$ cat src/rtl/muldiv_pkg.sv
// Shared encodings and constants for the iterative HI/LO multiply/divide unit.
package muldiv_pkg;

    localparam int unsigned ITER    = 32;
    localparam logic [31:0] DIV0_LO = 32'hFFFF_FFFF;

    typedef enum logic [1:0] {
        OP_MULT  = 2'b00,
        OP_MULTU = 2'b01,
        OP_DIV   = 2'b10,
        OP_DIVU  = 2'b11
    } op_e;

    typedef enum logic [1:0] {
        IDLE = 2'b00,
        CALC = 2'b01,
        DONE = 2'b10
    } state_e;

endpackage

$ cat src/rtl/muldiv_step.sv
// One radix-2 iteration: shift-add for multiply, restoring shift-subtract for divide.
module muldiv_step #(
    parameter int unsigned WIDTH = 32
) (
    input  logic                 is_div,
    input  logic [2*WIDTH-1:0]   acc,
    input  logic [WIDTH-1:0]     opnd,
    output logic [2*WIDTH-1:0]   acc_next_c
);

    logic [WIDTH:0] sum;
    logic [WIDTH:0] trial;

    always_comb begin
        sum   = {1'b0, acc[2*WIDTH-1:WIDTH]} + (acc[0] ? {1'b0, opnd} : '0);
        // Upper half shifted left by one, with the dividend MSB brought in.
        trial = acc[2*WIDTH-1:WIDTH-1] - {1'b0, opnd};
        acc_next_c = {sum, acc[WIDTH-1:1]};
        if (is_div) begin
            if (trial[WIDTH]) begin
                acc_next_c = {acc[2*WIDTH-2:0], 1'b0};
            end else begin
                acc_next_c = {trial[WIDTH-1:0], acc[WIDTH-2:0], 1'b1};
            end
        end
    end

endmodule

$ cat src/rtl/muldiv_unit.sv
// Iterative mult/multu/div/divu with architectural HI/LO; busy stalls the pipeline.
module muldiv_unit #(
    parameter int unsigned WIDTH = 32,
    parameter int unsigned ITER  = muldiv_pkg::ITER
) (
    input  logic             clk,
    input  logic             rst_n,
    input  logic             start,
    input  logic [1:0]       op,
    input  logic [WIDTH-1:0] a,
    input  logic [WIDTH-1:0] b,
    input  logic             flush,
    input  logic             hi_we,
    input  logic             lo_we,
    input  logic [WIDTH-1:0] wdata,
    output logic             busy,
    output logic             done,
    output logic [WIDTH-1:0] hi,
    output logic [WIDTH-1:0] lo
);

    import muldiv_pkg::*;

    localparam int unsigned CW = $clog2(ITER);

    state_e               state;
    logic [CW-1:0]        cnt;
    logic [2*WIDTH-1:0]   acc;
    logic [2*WIDTH-1:0]   acc_next;
    logic [WIDTH-1:0]     opnd;
    logic [WIDTH-1:0]     a_orig;
    logic                 is_div;
    logic                 neg_res;
    logic                 neg_rem;
    logic                 b_zero;

    logic                 sgn;
    logic                 op_div;
    logic [WIDTH-1:0]     a_abs;
    logic [WIDTH-1:0]     b_abs;
    logic [2*WIDTH-1:0]   prod_fix;
    logic [WIDTH-1:0]     quo_fix;
    logic [WIDTH-1:0]     rem_fix;

    muldiv_step #(.WIDTH(WIDTH)) u_step (
        .is_div     (is_div),
        .acc        (acc),
        .opnd       (opnd),
        .acc_next_c (acc_next)
    );

    // Operand magnitudes at issue and sign fix-up of the final iteration.
    always_comb begin
        sgn      = (op == OP_MULT) || (op == OP_DIV);
        op_div   = (op == OP_DIV) || (op == OP_DIVU);
        a_abs    = (sgn && a[WIDTH-1]) ? -a : a;
        b_abs    = (sgn && b[WIDTH-1]) ? -b : b;
        prod_fix = neg_res ? -acc_next : acc_next;
        quo_fix  = neg_res ? -acc_next[WIDTH-1:0] : acc_next[WIDTH-1:0];
        rem_fix  = neg_rem ? -acc_next[2*WIDTH-1:WIDTH] : acc_next[2*WIDTH-1:WIDTH];
    end

    always_ff @(posedge clk or negedge rst_n) begin
        if (!rst_n) begin
            state   <= IDLE;
            cnt     <= '0;
            acc     <= '0;
            opnd    <= '0;
            a_orig  <= '0;
            is_div  <= 1'b0;
            neg_res <= 1'b0;
            neg_rem <= 1'b0;
            b_zero  <= 1'b0;
            busy    <= 1'b0;
            done    <= 1'b0;
            hi      <= '0;
            lo      <= '0;
        end else begin
            case (state)
                IDLE: begin
                    done <= 1'b0;
                    if (hi_we) hi <= wdata;
                    if (lo_we) lo <= wdata;
                    if (start && !flush) begin
                        state   <= CALC;
                        busy    <= 1'b1;
                        cnt     <= '0;
                        is_div  <= op_div;
                        neg_res <= sgn && (a[WIDTH-1] ^ b[WIDTH-1]);
                        neg_rem <= sgn && a[WIDTH-1];
                        b_zero  <= (b == '0);
                        a_orig  <= a;
                        acc     <= {{WIDTH{1'b0}}, (op_div ? a_abs : b_abs)};
                        opnd    <= op_div ? b_abs : a_abs;
                    end
                end
                CALC: begin
                    if (flush) begin
                        state <= IDLE;
                        busy  <= 1'b0;
                    end else begin
                        acc <= acc_next;
                        cnt <= cnt + CW'(1);
                        if (cnt == CW'(ITER - 1)) begin
                            state <= DONE;
                            done  <= 1'b1;
                            if (!is_div) begin
                                hi <= prod_fix[2*WIDTH-1:WIDTH];
                                lo <= prod_fix[WIDTH-1:0];
                            end else if (b_zero) begin
                                hi <= a_orig;
                                lo <= WIDTH'(DIV0_LO);
                            end else begin
                                hi <= rem_fix;
                                lo <= quo_fix;
                            end
                        end
                    end
                end
                DONE: begin
                    state <= IDLE;
                    busy  <= 1'b0;
                    done  <= 1'b0;
                end
                default: begin
                    state <= IDLE;
                    busy  <= 1'b0;
                    done  <= 1'b0;
                end
            endcase
        end
    end

endmodule

$ cat config.mk
export PLATFORM = sky130hd
export DESIGN_NAME = muldiv_unit
export DESIGN_NICKNAME = d
export VERILOG_FILES = /design/src/rtl/muldiv_pkg.sv /design/src/rtl/muldiv_step.sv /design/src/rtl/muldiv_unit.sv
export SDC_FILE = /design/constraint.sdc
export NUM_CORES = 1
export LEC_CHECK = 0
export BUFFER_PORTS_ARGS = -buffer_cell sky130_fd_sc_hd__buf_2
export CORE_ASPECT_RATIO = 0.8
export CORE_UTILIZATION = 50
export CTS_CLUSTER_DIAMETER = 120
export DETAILED_ROUTE_END_ITERATION = 10
export PLACE_DENSITY_LB_ADDON = 0.2
export SYNTH_ARGS = -nofsm -noshare
export SYNTH_HDL_FRONTEND = slang
export SYNTH_SLANG_ARGS = --single-unit
$ cat constraint.sdc
create_clock -name clk -period 9.6 [get_ports clk]
set_input_delay 1.44 -clock clk [delete_from_list [all_inputs] [get_ports clk]]
set_output_delay 1.44 -clock clk [all_outputs]
set_load 0.005 [all_outputs]
==> After elaboration in Yosys (flattened, before gate mapping) <==
Index checks and enable logic that the tools add are counted.
{ "word_totals": {"register_bits": 205, "elab_cells": 89, "out_inout_bits": 66, "input_bits": 104} }
{ "op_classes": {"mux": 38, "eq_ne": 11, "bitwise": 1, "reduce_logical": 18, "n_addsub": 8} }
{ "op_table": {"columns": ["op", "n"], "rows": [
  ["32-bit two-way mux", 17],
  ["64-bit two-way mux", 5],
  ["32-bit negation", 4],
  ["32-bit one-hot mux with 2 select lines", 2],
  ["64-bit one-hot mux with 2 select lines", 1],
  ["64-bit negation", 1],
  ["32-bit by 33-bit adder with 33-bit output", 1],
  ["33-bit by 32-bit subtractor with 33-bit output", 1],
  ["32-bit logical NOT", 1],
  ["2-bit inequality test (second input constant)", 6],
  ["5-bit two-way mux", 2],
  ["5-bit one-hot mux with 2 select lines", 1],
  ["2-bit AND reduction", 4],
  ["4-bit AND reduction", 2],
  ["2-bit two-way mux", 3],
  ["5-bit by 1-bit adder with 5-bit output (second input constant)", 1],
  ["5-bit equality test (second input constant)", 1],
  ["1-bit two-way mux", 5],
  ["2-bit equality test (second input constant)", 2],
  ["1-bit logical AND", 4],
  ["2-bit logical NOT", 2],
  ["2-bit one-hot mux with 2 select lines", 1],
  ["3-bit inequality test (second input constant)", 1],
  ["3-bit AND reduction", 1],
  ["6 further kinds", 7]
]} }

==> Logic depth before layout (Yosys ltp) <==
{ "logic_depth": {"word_depth": 10, "ltp_mapped": 25, "mapped_depth_nobuf": 24} }

==> By module <==
Synthesis repeated with hierarchy kept, for this count alone.
{ "hier_totals": {"cells_unflattened": 2270, "hier_area_um2": 17588.1} }
{ "by_module_without_submodules": {"columns": ["mod", "n_inst", "area_each_um2", "seq_area_each_um2", "cells_each"], "rows": [
  ["muldiv_unit", 1, 13062.5, 5129.9, 1618],
  ["muldiv_step", 1, 4525.6, 0.0, 652]
]} }

==> Worst setup path after synthesis <==
OpenSTA, ideal clock, no wires.
{ "synth_timing": {"path_type": "reg2reg", "start": "register is_div", "end": "register hi[22]", "synth_period_minus_slack_ns": 5.559, "arrival_ns": 5.481, "setup_ns": 0.077, "required_time_ns": 9.523, "path_stages_with_launch": 25, "path_buffers": 12, "setup_slack_ns": 4.041, "cell_sequence": "dfrtp_1 -> buf_2 -> buf_2 -> clkbuf_1 -> buf_2 -> buf_2 -> buf_2 -> buf_2 -> buf_2 -> buf_1 -> buf_1 -> clkbuf_1 -> nand2_1 -> o21ai_0 -> ha_1 -> nand3_1 -> or4_1 -> a41oi_1 -> o211a_1 -> nand3_1 -> buf_2 -> nor4_1 -> mux2i_1 -> nand2_1 -> a21oi_1"} }
{ "synth_between": {"elab_chain_cells": 8, "word_cells_on_any_way": 10, "classes_between": "add/sub (2); mux (8)"} }
{ "synth_rtl": {"columns": ["item", "line_no", "rtl"], "rows": [
  ["from (decl)", "muldiv_unit.sv:32", "logic is_div;"],
  ["from (signal assigned)", "muldiv_unit.sv:88", "is_div <= op_div;"],
  ["64-bit two-way mux", "muldiv_step.sv:19", "if (is_div) begin"],
  ["32-bit negation", "muldiv_unit.sv:60", "rem_fix = neg_rem ? -acc_next[2*WIDTH-1:WIDTH] : acc_next[2*WIDTH-1:WIDTH];"],
  ["32-bit two-way mux", "muldiv_unit.sv:60", null],
  ["32-bit two-way mux", "muldiv_unit.sv:110", "end else if (b_zero) begin"],
  ["32-bit two-way mux *", "muldiv_unit.sv:107", "if (!is_div) begin"],
  ["32-bit two-way mux *", "muldiv_unit.sv:104", "if (cnt == CW'(ITER - 1)) begin"],
  ["32-bit two-way mux *", "muldiv_unit.sv:98", "if (flush) begin"],
  ["32-bit one-hot mux with 2 select lines *", "muldiv_unit.sv:79", "case (state)"],
  ["to (signal assigned)", "muldiv_unit.sv:82", "if (hi_we) hi <= wdata;"],
  ["to (signal assigned)", "muldiv_unit.sv:108", "hi <= prod_fix[2*WIDTH-1:WIDTH];"],
  ["to (signal assigned)", "muldiv_unit.sv:111", "hi <= a_orig;"],
  ["to (decl)", "muldiv_unit.sv:18", "output logic [WIDTH-1:0] hi,"]
]} }
Every way passes the cells marked *; elsewhere a longest branch is shown, timed or not. The select of a mux whose other input is x is not followed.
A chain may end at the register's enable or synchronous reset.

==> Worst setup path after layout <==
{ "layout_timing": {"start": "register acc[55]", "end": "register hi[28]"} }
{ "layout_between": {"elab_chain_cells": 10, "word_cells_on_any_way": 13, "classes_between": "add/sub (4); mux (9)"} }
{ "layout_rtl": {"columns": ["item", "line_no", "rtl"], "rows": [
  ["from (decl)", "muldiv_unit.sv:28", "logic [2*WIDTH-1:0] acc;"],
  ["from (signal assigned)", "muldiv_unit.sv:93", "acc <= {{WIDTH{1'b0}}, (op_div ? a_abs : b_abs)};"],
  ["from (signal assigned)", "muldiv_unit.sv:102", "acc <= acc_next;"],
  ["33-bit by 32-bit subtractor with 33-bit output", "muldiv_step.sv:17", "trial = acc[2*WIDTH-1:WIDTH-1] - {1'b0, opnd};"],
  ["64-bit two-way mux", "muldiv_step.sv:20", "if (trial[WIDTH]) begin"],
  ["64-bit two-way mux *", "muldiv_step.sv:19", null],
  ["32-bit negation", "muldiv_unit.sv:60", null],
  ["32-bit two-way mux", "muldiv_unit.sv:60", null],
  ["32-bit two-way mux", "muldiv_unit.sv:110", null],
  ["32-bit two-way mux *", "muldiv_unit.sv:107", null],
  ["32-bit two-way mux *", "muldiv_unit.sv:104", null],
  ["32-bit two-way mux *", "muldiv_unit.sv:98", null],
  ["32-bit one-hot mux with 2 select lines *", "muldiv_unit.sv:79", null]
]} }
Marked as above.

==> flow_metrics.tcl <==
set metrics [dict create \
    critical_path.top_delay_family "simple AND/OR/NAND/NOR gates" \
    p_per_area_nw_per_um2 319 \
    route.detailed.drc 0 \
    crit_type "register to register" \
    grt_antenna_before_repair 2 \
    max_stage_delay_ns 0.82 \
    root_buffer "clkbuf_16" \
    arrival_ns 7.93 \
    required_ns 10.08 \
    multi_input_area_sq_um 12600 \
    ioPinCount 170 \
    grt_start_max_net_pins 96 \
    cts_sinks 205 \
    clkSlewWorstSetupHoldPaths_ns 0.06 \
    drt_iter0_drc 3269 \
    synth_ff_type "dfrtp_1" \
    hold_class "register to register" \
    ys_ff_latch 205 \
    grt_pass1_vias 18500 \
    dieWidth_microns 218 \
    ant_nets 0 \
    grt_remaining_overflow 0 \
    clk_path_buf_depth 3 \
    nets 2712 \
    ir_worst_vdd_uv 197 \
    row_count 62 \
    nFillCells 3427 \
    drv_slew 0 \
    leakage_nw 8.77 \
    crit_slowest_cell "nor4_1" \
    die_area_sq_um 38000 \
    drtPass1Iterations 7 \
    worstPathCellList "ha_1 > nand4_1 > nor4_1 > o211ai_2 > nand3_2 > nand2_2 > a21oi_1 > nand2_1 > o21ai_0 > ha_1 > nand3_1 > or4_1 > a41oi_1 > o211a_1 > and3_1 > nand2_1 > o41ai_1 > o21ai_0 > o22ai_1" \
    rsz0062_at_grt "no" \
    skew_ns 0.0335 \
    yosysTopAreaCell "dfrtp_1" \
    cp-end-kind "register" \
    dieHeight_microns 175 \
    cp_num_buf_inv 0 \
    outcome "finished, final reports clean" \
    cts_tree "yes" \
    wl_met2_microns 31700 \
    wl_met1_microns 36000 \
    vias_per_cell 6.86 \
    fin_crit_sh_pct 77.6 \
    synth_nets 2644 \
    syn_inst 2468 \
    routed.top_layer "met4" \
    finalSetupTns_ns 0 \
    ys_top_cells_by_area "dfrtp_1 (28%), nand2_1 (7.5%), o21ai_0 (6.7%)" \
    syn_avg_cell_area_sq_um 7.55 \
    drt_wl_total_microns 83200 \
    post_drt_wl_per_cell_microns 27.4 \
    synth_area_sq_um 18600 \
    cts_setup_buffers 0 \
    wl_met3_microns 12500 \
    grt_pass1_wl_microns 121000 \
    synthArstFlopShare_pct 100 \
    htree_levels 1 \
    whs_ns 0.472 \
    gp_congestion 1.06 \
    synthToLayoutAreaGrowth_pct 10.4 \
    fmax_mhz 134 \
    numCtsBuffers 25 \
    start_util_pct 51.3 \
    synth.most_common_cell "nand2_1" \
    period_needed_ns 7.45 \
    hold_viol 0 \
    seq_area_sq_um 5130 \
    cts_resized 0 \
    synth.top_cell.area_share_pct 27.5 \
    max-slew-margin-rel_pct 13.8 \
    start_kind "register" \
    utilization_pct 56.6 \
    synth_common_cells "nand2_1 (372), o21ai_0 (248), dfrtp_1 (205), nor2_1 (197), a21oi_1 (176)" \
    synth_edf_count 0 \
    vias 20800 \
    clk_latency_ns 0.57 \
    portBuffers 169 \
    hold_buffers 0 \
    cp_max_fo 27 \
    drv_cap 0 \
    drive_gt1_share_pct 12.3 \
    tightest_slew_ns 1.29 \
    ys_seq_area_share_pct 27.5 \
    grt_usage_pct 42.8 \
    core-area_sq_um 36300 \
    ys_types 91 \
    ys_warn_count 0 \
    dpl.hpwl_microns 63600 \
    setup_viol 0 \
]
[cell type report]
class,instances,share of cell area (%)
repair buffers,200,5.29
diodes,2,0.0243
clock buffers,35,3.52
inverters,74,1.35
well taps,480,2.92
clock inverters,10,0.529
flip-flops and latches,205,25.0
multi-input cells,2030,61.4
[worst min-delay path, delay by kind of cell (launching register included)]
kind	cells	cell delay, ns
simple gates	1	0.04
flops	1	0.33
compound gates	1	0.06
[path summary, 6_finish.rpt]
path / start / end / slack, ns / cells after the start
worst max register to register: acc[55]$_DFFE_PN0P_ / hi[28]$_DFFE_PN0P_ / 2.15 / 19
worst min-delay path: lo[18]$_DFFE_PN0P_ / lo[18]$_DFFE_PN0P_ / 0.47 / 2
max in group asynchronous: rst_n / is_div$_DFFE_PN0P_ / 7.04 / 2
min in group asynchronous: rst_n / opnd[25]$_DFFE_PN0P_ / 0.90 / 1
worst min register to register: lo[18]$_DFFE_PN0P_ / lo[18]$_DFFE_PN0P_ / 0.47 / 2
worst max-delay path: acc[55]$_DFFE_PN0P_ / hi[28]$_DFFE_PN0P_ / 2.15 / 19
[where the power goes]
group          leakage (nW)  internal, mW  switching, mW  total (mW)
combinational          5.84          1.38           2.83        4.21
clock                 0.409         0.577          0.413       0.990
sequential             2.53          1.09          0.275        1.36
total                  8.77          3.04           3.52        6.56
[cell usage in the layout, fill, tap and decap left out, types with 13 or more instances in the layout]
cell type | synthesis | routed
buf_4 | 2 | 31
a31oi_1 | 29 | 29
o21a_1 | 21 | 21
inv_1 | 71 | 71
ha_1 | 70 | 70
or3_1 | 28 | 28
o31ai_1 | 19 | 19
mux2_2 | 14 | 14
nor4_1 | 25 | 25
nor3_1 | 51 | 51
a21o_1 | 25 | 25
a21oi_1 | 176 | 174
nand2_1 | 372 | 371
o211ai_1 | 42 | 42
buf_2 | 21 | 168
mux2i_1 | 45 | 45
and2_1 | 46 | 45
clkbuf_16 | 0 | 25
nor2_1 | 197 | 195
xnor2_1 | 96 | 96
nand4_1 | 29 | 29
dfrtp_1 | 205 | 204
a22o_1 | 18 | 18
xor2_1 | 80 | 80
a211oi_1 | 23 | 23
o41ai_1 | 13 | 13
nand2b_1 | 18 | 18
and3_1 | 19 | 19
o221ai_1 | 30 | 30
o22ai_1 | 48 | 48
o21ai_0 | 248 | 248
nor2b_1 | 15 | 14
nand3_1 | 47 | 47
[metrics by stage]
stage	instance area, sq um	cells	setup WS, ns	power, mW
after global routing	20600	3034	1.94	6.88
final	20600	3036	2.15	6.56
after detailed placement	19700	2989	2.58	5.36
after CTS	20600	3034	2.55	6.37
after floorplan	18600	2468	4.04	3.99
after global placement	19700	2989	2.83	5.32
[sequential cells by signal (all words and copies together), names as in the netlist, 2 cells and up]
name	count
a_orig	32
acc	64
cnt	5
hi	32
lo	32
opnd	32
state	2
[cells by family (layout without fill, tap and decap cells)]
family,after synthesis,count (layout),synth area share (%)
AO/OA/AOI/OAI,823,823,28.6
adder cells (fa/ha/maj),72,72,4.92
AND/OR/NAND/NOR,900,900,22.5
XOR/XNOR,176,176,8.28
multiplexers,59,59,3.27
other,0,2,0
buffers and inverters,233,319,4.88
flip-flops,205,205,27.5
[layer usage]
layer / track usage (%) / up-vias
li1: - / 9126
met1: 64.3 / 10000
met2: 55.9 / 1514
met3: 14.8 / 180
met4: 14.1 / 0
met5: 0 / -
No activity file was read; power rests on OpenSTA's default activity.
